`config.mk`:
```
export PLATFORM = sky130hd
export DESIGN_NAME = sel_seq_moore
export DESIGN_NICKNAME = d
export VERILOG_FILES = /design/src/rtl/sel_seq_moore_pkg.sv /design/src/rtl/sel_seq_moore_bit_history.sv /design/src/rtl/sel_seq_moore.sv
export SDC_FILE = /design/constraint.sdc
export NUM_CORES = 1
export LEC_CHECK = 0
export CORE_MARGIN = 8
export CORE_UTILIZATION = 45
export CTS_CLUSTER_DIAMETER = 50
export CTS_CLUSTER_SIZE = 20
export DETAILED_ROUTE_END_ITERATION = 10
export GPL_ROUTABILITY_DRIVEN = 1
export HOLD_SLACK_MARGIN = 0.15
export PLACE_DENSITY = 0.78
export SLEW_MARGIN = 20
export SYNTH_ARGS = -nofsm -noshare
export SYNTH_HDL_FRONTEND = slang
export SYNTH_SLANG_ARGS = --single-unit
```
`constraint.sdc`:
```
create_clock -name clk -period 1.75 [get_ports clk]
set_input_delay 0.175 -clock clk [delete_from_list [all_inputs] [get_ports clk]]
set_output_delay 0.175 -clock clk [all_outputs]
set_load 0.02 [all_outputs]
```
`src/rtl/sel_seq_moore_pkg.sv`:
```
// Shared definitions for the sel_seq_moore select-line generator.
// Holds the FSM state width and the legal state encodings; codes 2 and 3
// are unused and recover to S_SEARCH in the top module.
package sel_seq_moore_pkg;

  localparam int STATE_W = 2;

  localparam logic [STATE_W-1:0] S_SEARCH = 2'd0;
  localparam logic [STATE_W-1:0] S_HOLD   = 2'd1;

  // The hold counter is sized for the largest legal HOLD value (255).
  localparam int HOLD_CNT_W = 8;

endpackage

```
`src/rtl/sel_seq_moore_bit_history.sv`:
```
// Serial history shift register, saturating fill counter and pattern comparator.
// Ports: clk, reset (sync, active-high), din/din_valid (qualified serial bit),
//        match (combinational: the accepted bit completes PATTERN this cycle).
module sel_seq_moore_bit_history #(
  parameter int               PAT_W   = 4,
  parameter logic [PAT_W-1:0] PATTERN = 4'b1011
) (
  input  logic clk,
  input  logic reset,
  input  logic din,
  input  logic din_valid,
  output logic match
);

  localparam int FILL_W = $clog2(PAT_W + 1);

  logic [PAT_W-1:0]  hist;
  logic [FILL_W-1:0] fill;
  logic [PAT_W-1:0]  cand;
  logic              unused_oldest;

  // The oldest bit only matters for debug visibility: the comparison window
  // is the newest PAT_W-1 stored bits plus the incoming bit.
  assign unused_oldest = hist[PAT_W-1];
  assign cand          = {hist[PAT_W-2:0], din};

  // fill counts bits accepted since the last match, so a match can only use
  // bits that were not part of a previous match (non-overlapping detection).
  assign match = din_valid && (int'(fill) >= PAT_W - 1) && (cand == PATTERN);

  always_ff @(posedge clk) begin
    if (reset) begin
      hist <= '0;
      fill <= '0;
    end else if (din_valid) begin
      hist <= cand;
      if (match) begin
        fill <= '0;
      end else if (int'(fill) < PAT_W) begin
        fill <= fill + 1'b1;
      end
    end
  end

endmodule

```
`src/rtl/sel_seq_moore.sv`:
```
// Moore pattern detector driving the select line of a downstream 2:1 mux.
// Ports: clk, reset (sync, active-high), din/din_valid (serial input),
//        sel, match_pulse, match_count (saturating), state_o (debug).
module sel_seq_moore
  import sel_seq_moore_pkg::*;
#(
  parameter int               PAT_W   = 4,
  parameter logic [PAT_W-1:0] PATTERN = 4'b1011,
  parameter int               HOLD    = 3,
  parameter int               CNT_W   = 8
) (
  input  logic               clk,
  input  logic               reset,
  input  logic               din,
  input  logic               din_valid,
  output logic               sel,
  output logic               match_pulse,
  output logic [CNT_W-1:0]   match_count,
  output logic [STATE_W-1:0] state_o
);

  localparam logic [HOLD_CNT_W-1:0] HOLD_LD = HOLD_CNT_W'(HOLD - 1);

  logic                  match;
  logic [STATE_W-1:0]    state;
  logic [STATE_W-1:0]    state_nxt;
  logic [HOLD_CNT_W-1:0] hold_cnt;
  logic [HOLD_CNT_W-1:0] hold_nxt;

  sel_seq_moore_bit_history #(
    .PAT_W  (PAT_W),
    .PATTERN(PATTERN)
  ) u_hist (
    .clk      (clk),
    .reset    (reset),
    .din      (din),
    .din_valid(din_valid),
    .match    (match)
  );

  always_comb begin
    state_nxt = state;
    hold_nxt  = hold_cnt;
    case (state)
      S_SEARCH: begin
        if (match) begin
          state_nxt = S_HOLD;
          hold_nxt  = HOLD_LD;
        end
      end
      S_HOLD: begin
        // A match retriggers the hold window, even on its final cycle.
        if (match) begin
          hold_nxt = HOLD_LD;
        end else if (hold_cnt == '0) begin
          state_nxt = S_SEARCH;
        end else begin
          hold_nxt = hold_cnt - 1'b1;
        end
      end
      default: begin
        state_nxt = S_SEARCH;
        hold_nxt  = '0;
      end
    endcase
  end

  always_ff @(posedge clk) begin
    if (reset) begin
      state       <= S_SEARCH;
      hold_cnt    <= '0;
      sel         <= 1'b0;
      match_pulse <= 1'b0;
      match_count <= '0;
    end else begin
      state       <= state_nxt;
      hold_cnt    <= hold_nxt;
      // sel is registered from the next-state decode so it is a clean flop
      // output that always agrees with state.
      sel         <= (state_nxt == S_HOLD);
      match_pulse <= match;
      if (match && (match_count != '1)) begin
        match_count <= match_count + 1'b1;
      end
    end
  end

  assign state_o = state;

endmodule

```
Word level (Yosys, flattened, before mapping)
Index checks and enable logic that the tools add are counted.
{"block": "totals", "regBits": 26, "out_inout_bits": 12, "mem_bits_ro": 0, "elab_cells": 36, "mem_count": 0, "mem_bits_rw": 0, "latch_bits": 0}
{"block": "classes", "div_mod_pow": 0, "eq_ne": 6, "n_bitwise": 0, "n_mux": 10, "multipliers": 0, "n_shift": 0, "addsub": 3, "n_lt_le_gt_ge": 2, "reduce_logical": 8}
{"op": "$mux W8", "n": 3}
{"op": "$pmux W8 S2", "n": 1}
{"op": "$add A8 B1 Y8 const B", "n": 1}
{"op": "$logic_not A8 Y1", "n": 1}
{"op": "$ne A8 B8 Y1 const B", "n": 1}
{"op": "$sub A8 B1 Y8 const B", "n": 1}
{"op": "$mux W2", "n": 3}
{"op": "$mux W3", "n": 2}
{"op": "$eq A2 B1 Y1 const B", "n": 2}
{"op": "$eq A4 B4 Y1 const B", "n": 1}
{"op": "$pmux W2 S2", "n": 1}
{"op": "$reduce_and A2 Y1", "n": 2}
{"op": "$add A3 B1 Y3 const B", "n": 1}
{"op": "$ge A3 B2 Y1 const B", "n": 1}
{"op": "$logic_and A1 B1 Y1", "n": 3}
{"op": "$lt A3 B3 Y1 const B", "n": 1}
{"op": "$ne A3 B3 Y1 const B", "n": 1}
{"op": "$logic_not A2 Y1", "n": 1}
{"op": "$ne A2 B2 Y1 const B", "n": 1}
{"op": "$reduce_bool A2 Y1", "n": 1}

Logic depth before layout (Yosys ltp)
{"block": "logic_depth", "word_depth": 6, "ltp_mapped": 8, "ltp_nobuf": 6}

Cells and area by module
From an unflattened synthesis, not the netlist that was laid out.
{"block": "unflattened", "cells_unflattened": 143, "area_unflattened_um2": 1300.0}
{"mod": "sel_seq_moore", "area_each_um2": 983.4, "instances": 1, "cells_per_inst": 108, "seq_area_each_um2": 400.4}
{"mod": "sel_seq_moore_bit_history", "area_each_um2": 316.6, "instances": 1, "cells_per_inst": 35, "seq_area_each_um2": 120.1}

Worst setup path before layout
No wires, ideal clock.
{"block": "synth_path", "kind": "flip-flop to flip-flop", "start": "reg u_hist.fill[0]", "end": "reg match_count[5]", "path_stages_with_launch": 8, "period_less_slack_ns": 1.886, "n_path_buf": 1, "path_slack_ns": -0.136, "arrival_time_ns": 1.763, "path_cell_list": "dfxtp_1 ha_1 ha_1 a211oi_1 or3_4 buf_6 nor4_1 mux2_1"}
{"block": "synth_between", "elab_chain_cells": 4}
{"element": "start: declaration", "line": "sel_seq_moore_bit_history.sv:18", "source": "logic [FILL_W-1:0] fill;"}
{"element": "start signal: assignment", "line": "sel_seq_moore_bit_history.sv:40", "source": "fill <= fill + 1'b1;"}
{"element": "$ge A3 B2 Y1", "line": "sel_seq_moore_bit_history.sv:29", "source": "assign match = din_valid && (int'(fill) >= PAT_W - 1) && (cand == PATTERN);"}
{"element": "$logic_and A1 B1 Y1 (2 in a row)", "line": "sel_seq_moore_bit_history.sv:29"}
{"element": "$logic_and A1 B1 Y1", "line": "sel_seq_moore.sv:82", "source": "if (match && (match_count != '1)) begin"}
{"element": "end signal: assignment", "line": "sel_seq_moore.sv:83", "source": "match_count <= match_count + 1'b1;"}
{"element": "end: declaration", "line": "sel_seq_moore.sv:18", "source": "output logic [CNT_W-1:0] match_count,"}
No other way between the ends.
A chain may end at the register's enable or synchronous reset.

Worst setup path after layout
{"block": "layout_path", "start": "reg u_hist.fill[1]", "end": "reg match_count[3]"}
Same word-level chain as after synthesis.

==> summary.txt <==
Outcome
  • Status: complete, but fails checks
  • Failing checks: setup timing

Layout
  • Commonest cells after routing, fill and taps aside: dfxtp_1, clkdlybuf4s50_1, buf_4
  • # nets final: 174
  • Layout cell share with drive strength beyond 1: 0.2393
  • Most common cell after layout, fill and taps aside: dfxtp_1
  • Post-route cell area: 0.001627 sq mm
  • Util after Layout: 0.6055
  • Antenna Cells: 0
  • Layout area overhead: 31.18%
  • Layout Cells excl Fill: 194

Clock network
  • CTS tree: yes
  • Root Driver: clkbuf_4
  • Reg clk slew, reported paths: 130 ps
  • Htree depth: 1
  • Post-CTS Hold Fix Bufs: 0
  • Later-pin clock latency in the skew report: 310 ps
  • Clock sink total: 26
  • Clk buf depth: 2
  • CTS buffer count: 3

Setup path
  • CP startpoint kind: register
  • Setup crit end kind: register
  • Crit path buffers/inverters: 0
  • Crit path required time: 2010 ps
  • Beginning of the critical path: u_hist.fill[1]
  • Crit path arrival time: 2070 ps
  • Top delay family on crit path: simple AND/OR/NAND/NOR gates
  • CP most frequent cell: ha_4
  • CP Max Fanout: 7
  • Slowest CP cell: or4_1
  • RR Startpoint: u_hist.fill[1]
  • Critical-path cell list: ha_4 > ha_4 > a211oi_4 > or3_4 > or4_1 > a21oi_1
  • Largest stage delay, worst path: 530 ps
  • Worst Setup Path Type: reg2reg

Placed design
  • I/O Buffers: 15
  • Inst Count DP: 189
  • Pre-CTS setup slack: -297.4 ps
  • Routability cong.: 0.7617
  • DP Wirelength: 2.065 mm
  • DP Area: 0.001540 sq mm

Power and ir drop
  • PnR Total Power: 933.6 uW
  • Leak pwr: 0.5785 nW
  • Power Dens Cells: 574.0 mW/mm^2
  • Max rail drop VDD: 0.6009 mV

Floorplanning
  • Width of the chip: 68.49 um
  • Rows: 19
  • Die Ht: 68.49 um
  • Initial core utilization: 0.4616
  • Die area: 0.004691 sq mm
  • Num ports: 16
  • Total core area: 0.002686 sq mm

Timing
  • Final setup fails: 4
  • Hold Slack: 501.5 ps
  • RSZ-0062 raised after global routing: true
  • Setup_tns: -189.0 ps
  • Crit share post-route: 1.033
  • Max frequency: 553.1 MHz
  • Final Skew: 2.405 ps
  • Fin worst setup slack: -58.13 ps
  • Max-slew violations: 0
  • Final Hold Fails: 0
  • Fin crit period: 1808 ps

Synth
  • Post-synth top area cell: dfxtp_1
  • Syn Inst Count: 134
  • Area contributors post-synth: dfxtp_1, a21oi_1, ha_1, nor2_1, or4_1
  • Post-synth cell types: 40
  • Post-synth top area share: 0.4198
  • Post-Synthesis Cell Area: 0.001240 sq mm
  • Mean post-synth cell area: 9.253 sq um
  • Syn nets: 143
  • Seq cells post-synth: 26
  • Synth Flop Type: dfxtp_1
  • Register area share after synthesis: 0.4198
  • Number of flops mapped to enable cells by yosys: 0
  • Synth warn: 0
  • Async SR Flop Fraction: 0

GRT
  • Gr usage total: 0.1347
  • First-pass GRT wire length: 5.009 mm
  • Overflow left after global routing: 0
  • Vias in the first global route: 1115
  • Pin count of the biggest net entering global routing: 14
  • Antenna violations before repair: 0

Detailed routing
  • DR vias: 1087
  • # DRC: 0
  • Initial DRT Pass Iterations: 4
  • DR WL/cell: 14.22 um
  • DRC violation total after the first TritonRoute iteration: 36
  • Vias per cell: 5.603
  • Remaining antenna violation count: 0
  • Final wirelength: 2.759 mm

Run
  • Max Cap Viol: 0

Min path
  • Min-delay worst type: reg2reg
  • Worst Hold Launch: match_count[6]
-- report_power, final --
part / switching, mW / leakage [nW] / total, mW / internal, mW
Combinational: 0.0389 / 0.353 / 0.0771 / 0.0382
Clock: 0.167 / 0.0138 / 0.248 / 0.0806
Sequential: 0.00774 / 0.212 / 0.609 / 0.601
-- cell type report --
cell class	instances	area, sq um
clock buffer	3	22.52
fill	227	1060
inverter	9	33.78
multi-input combinational	95	738.2
sequential	26	526.8
tap	31	38.79
timing repair buffer	30	266.5
-- metal layers --
metal | share of wire | GRT usage | vias up
met4 | 0.0036 | 0.03836 | 0
li1 | - | - | 546
met3 | 0.026 | 0.02100 | 2
met5 | 0 | 0 | -
met1 | 0.43 | 0.1576 | 523
met2 | 0.54 | 0.2462 | 16
-- what timing repair did --
action / CTS / global route
endpoints found under the setup margin: 6 / 8
gates resized for setup: 4 / 11
pin swaps: 4 / 4
setup buffers: 1 / 0
cloned: 1 / 0
-- logic make-up after synthesis --
kind of cell / count (synthesis) / share of synthesized area
adder cells (fa/ha/maj): 5 / 0.05045
buffers and inverters: 14 / 0.05549
AND/OR/NAND/NOR: 47 / 0.2341
multiplexers: 5 / 0.04137
XOR/XNOR: 4 / 0.02825
AO/OA/AOI/OAI: 32 / 0.1675
other: 1 / 0.003024
flip-flops: 26 / 0.4198
-- sequential cells by signal (all words and copies together), names as in the netlist --
signal,flops
hold_cnt,8
match_count,8
match_pulse,1
sel,1
state_o,2
u_hist.fill,3
u_hist.hist,3
-- tightest hold or removal path, cell delays in order, from the launching register on --
cell and delay, ps:
dfxtp_1 360, o41ai_2 60, a21oi_2 50
-- final timing paths --
| path | endpoint | slack, ps | cells after the start |
|---|---|---|---|
| min reg2reg | match_count[6] | 500 | 2 |
| min | match_count[6] | 500 | 2 |
| max | match_count[3] | -60 | 6 |
| max reg2reg | match_count[3] | -60 | 6 |
-- Yosys cell counts, types with 2 or more instances --
master / n
dfxtp_1: 26
a21oi_1: 13
nor2_1: 13
inv_1: 9
nand2_1: 6
or4_1: 6
ha_1: 5
nand3_1: 5
o21ai_0: 5
mux2i_1: 4
xnor2_1: 4
o31ai_1: 3
a211oi_1: 2
a32o_1: 2
buf_6: 2
nor2b_1: 2
o21a_1: 2
o41ai_1: 2
or3_1: 2
Power figures use the tool's default switching activity.
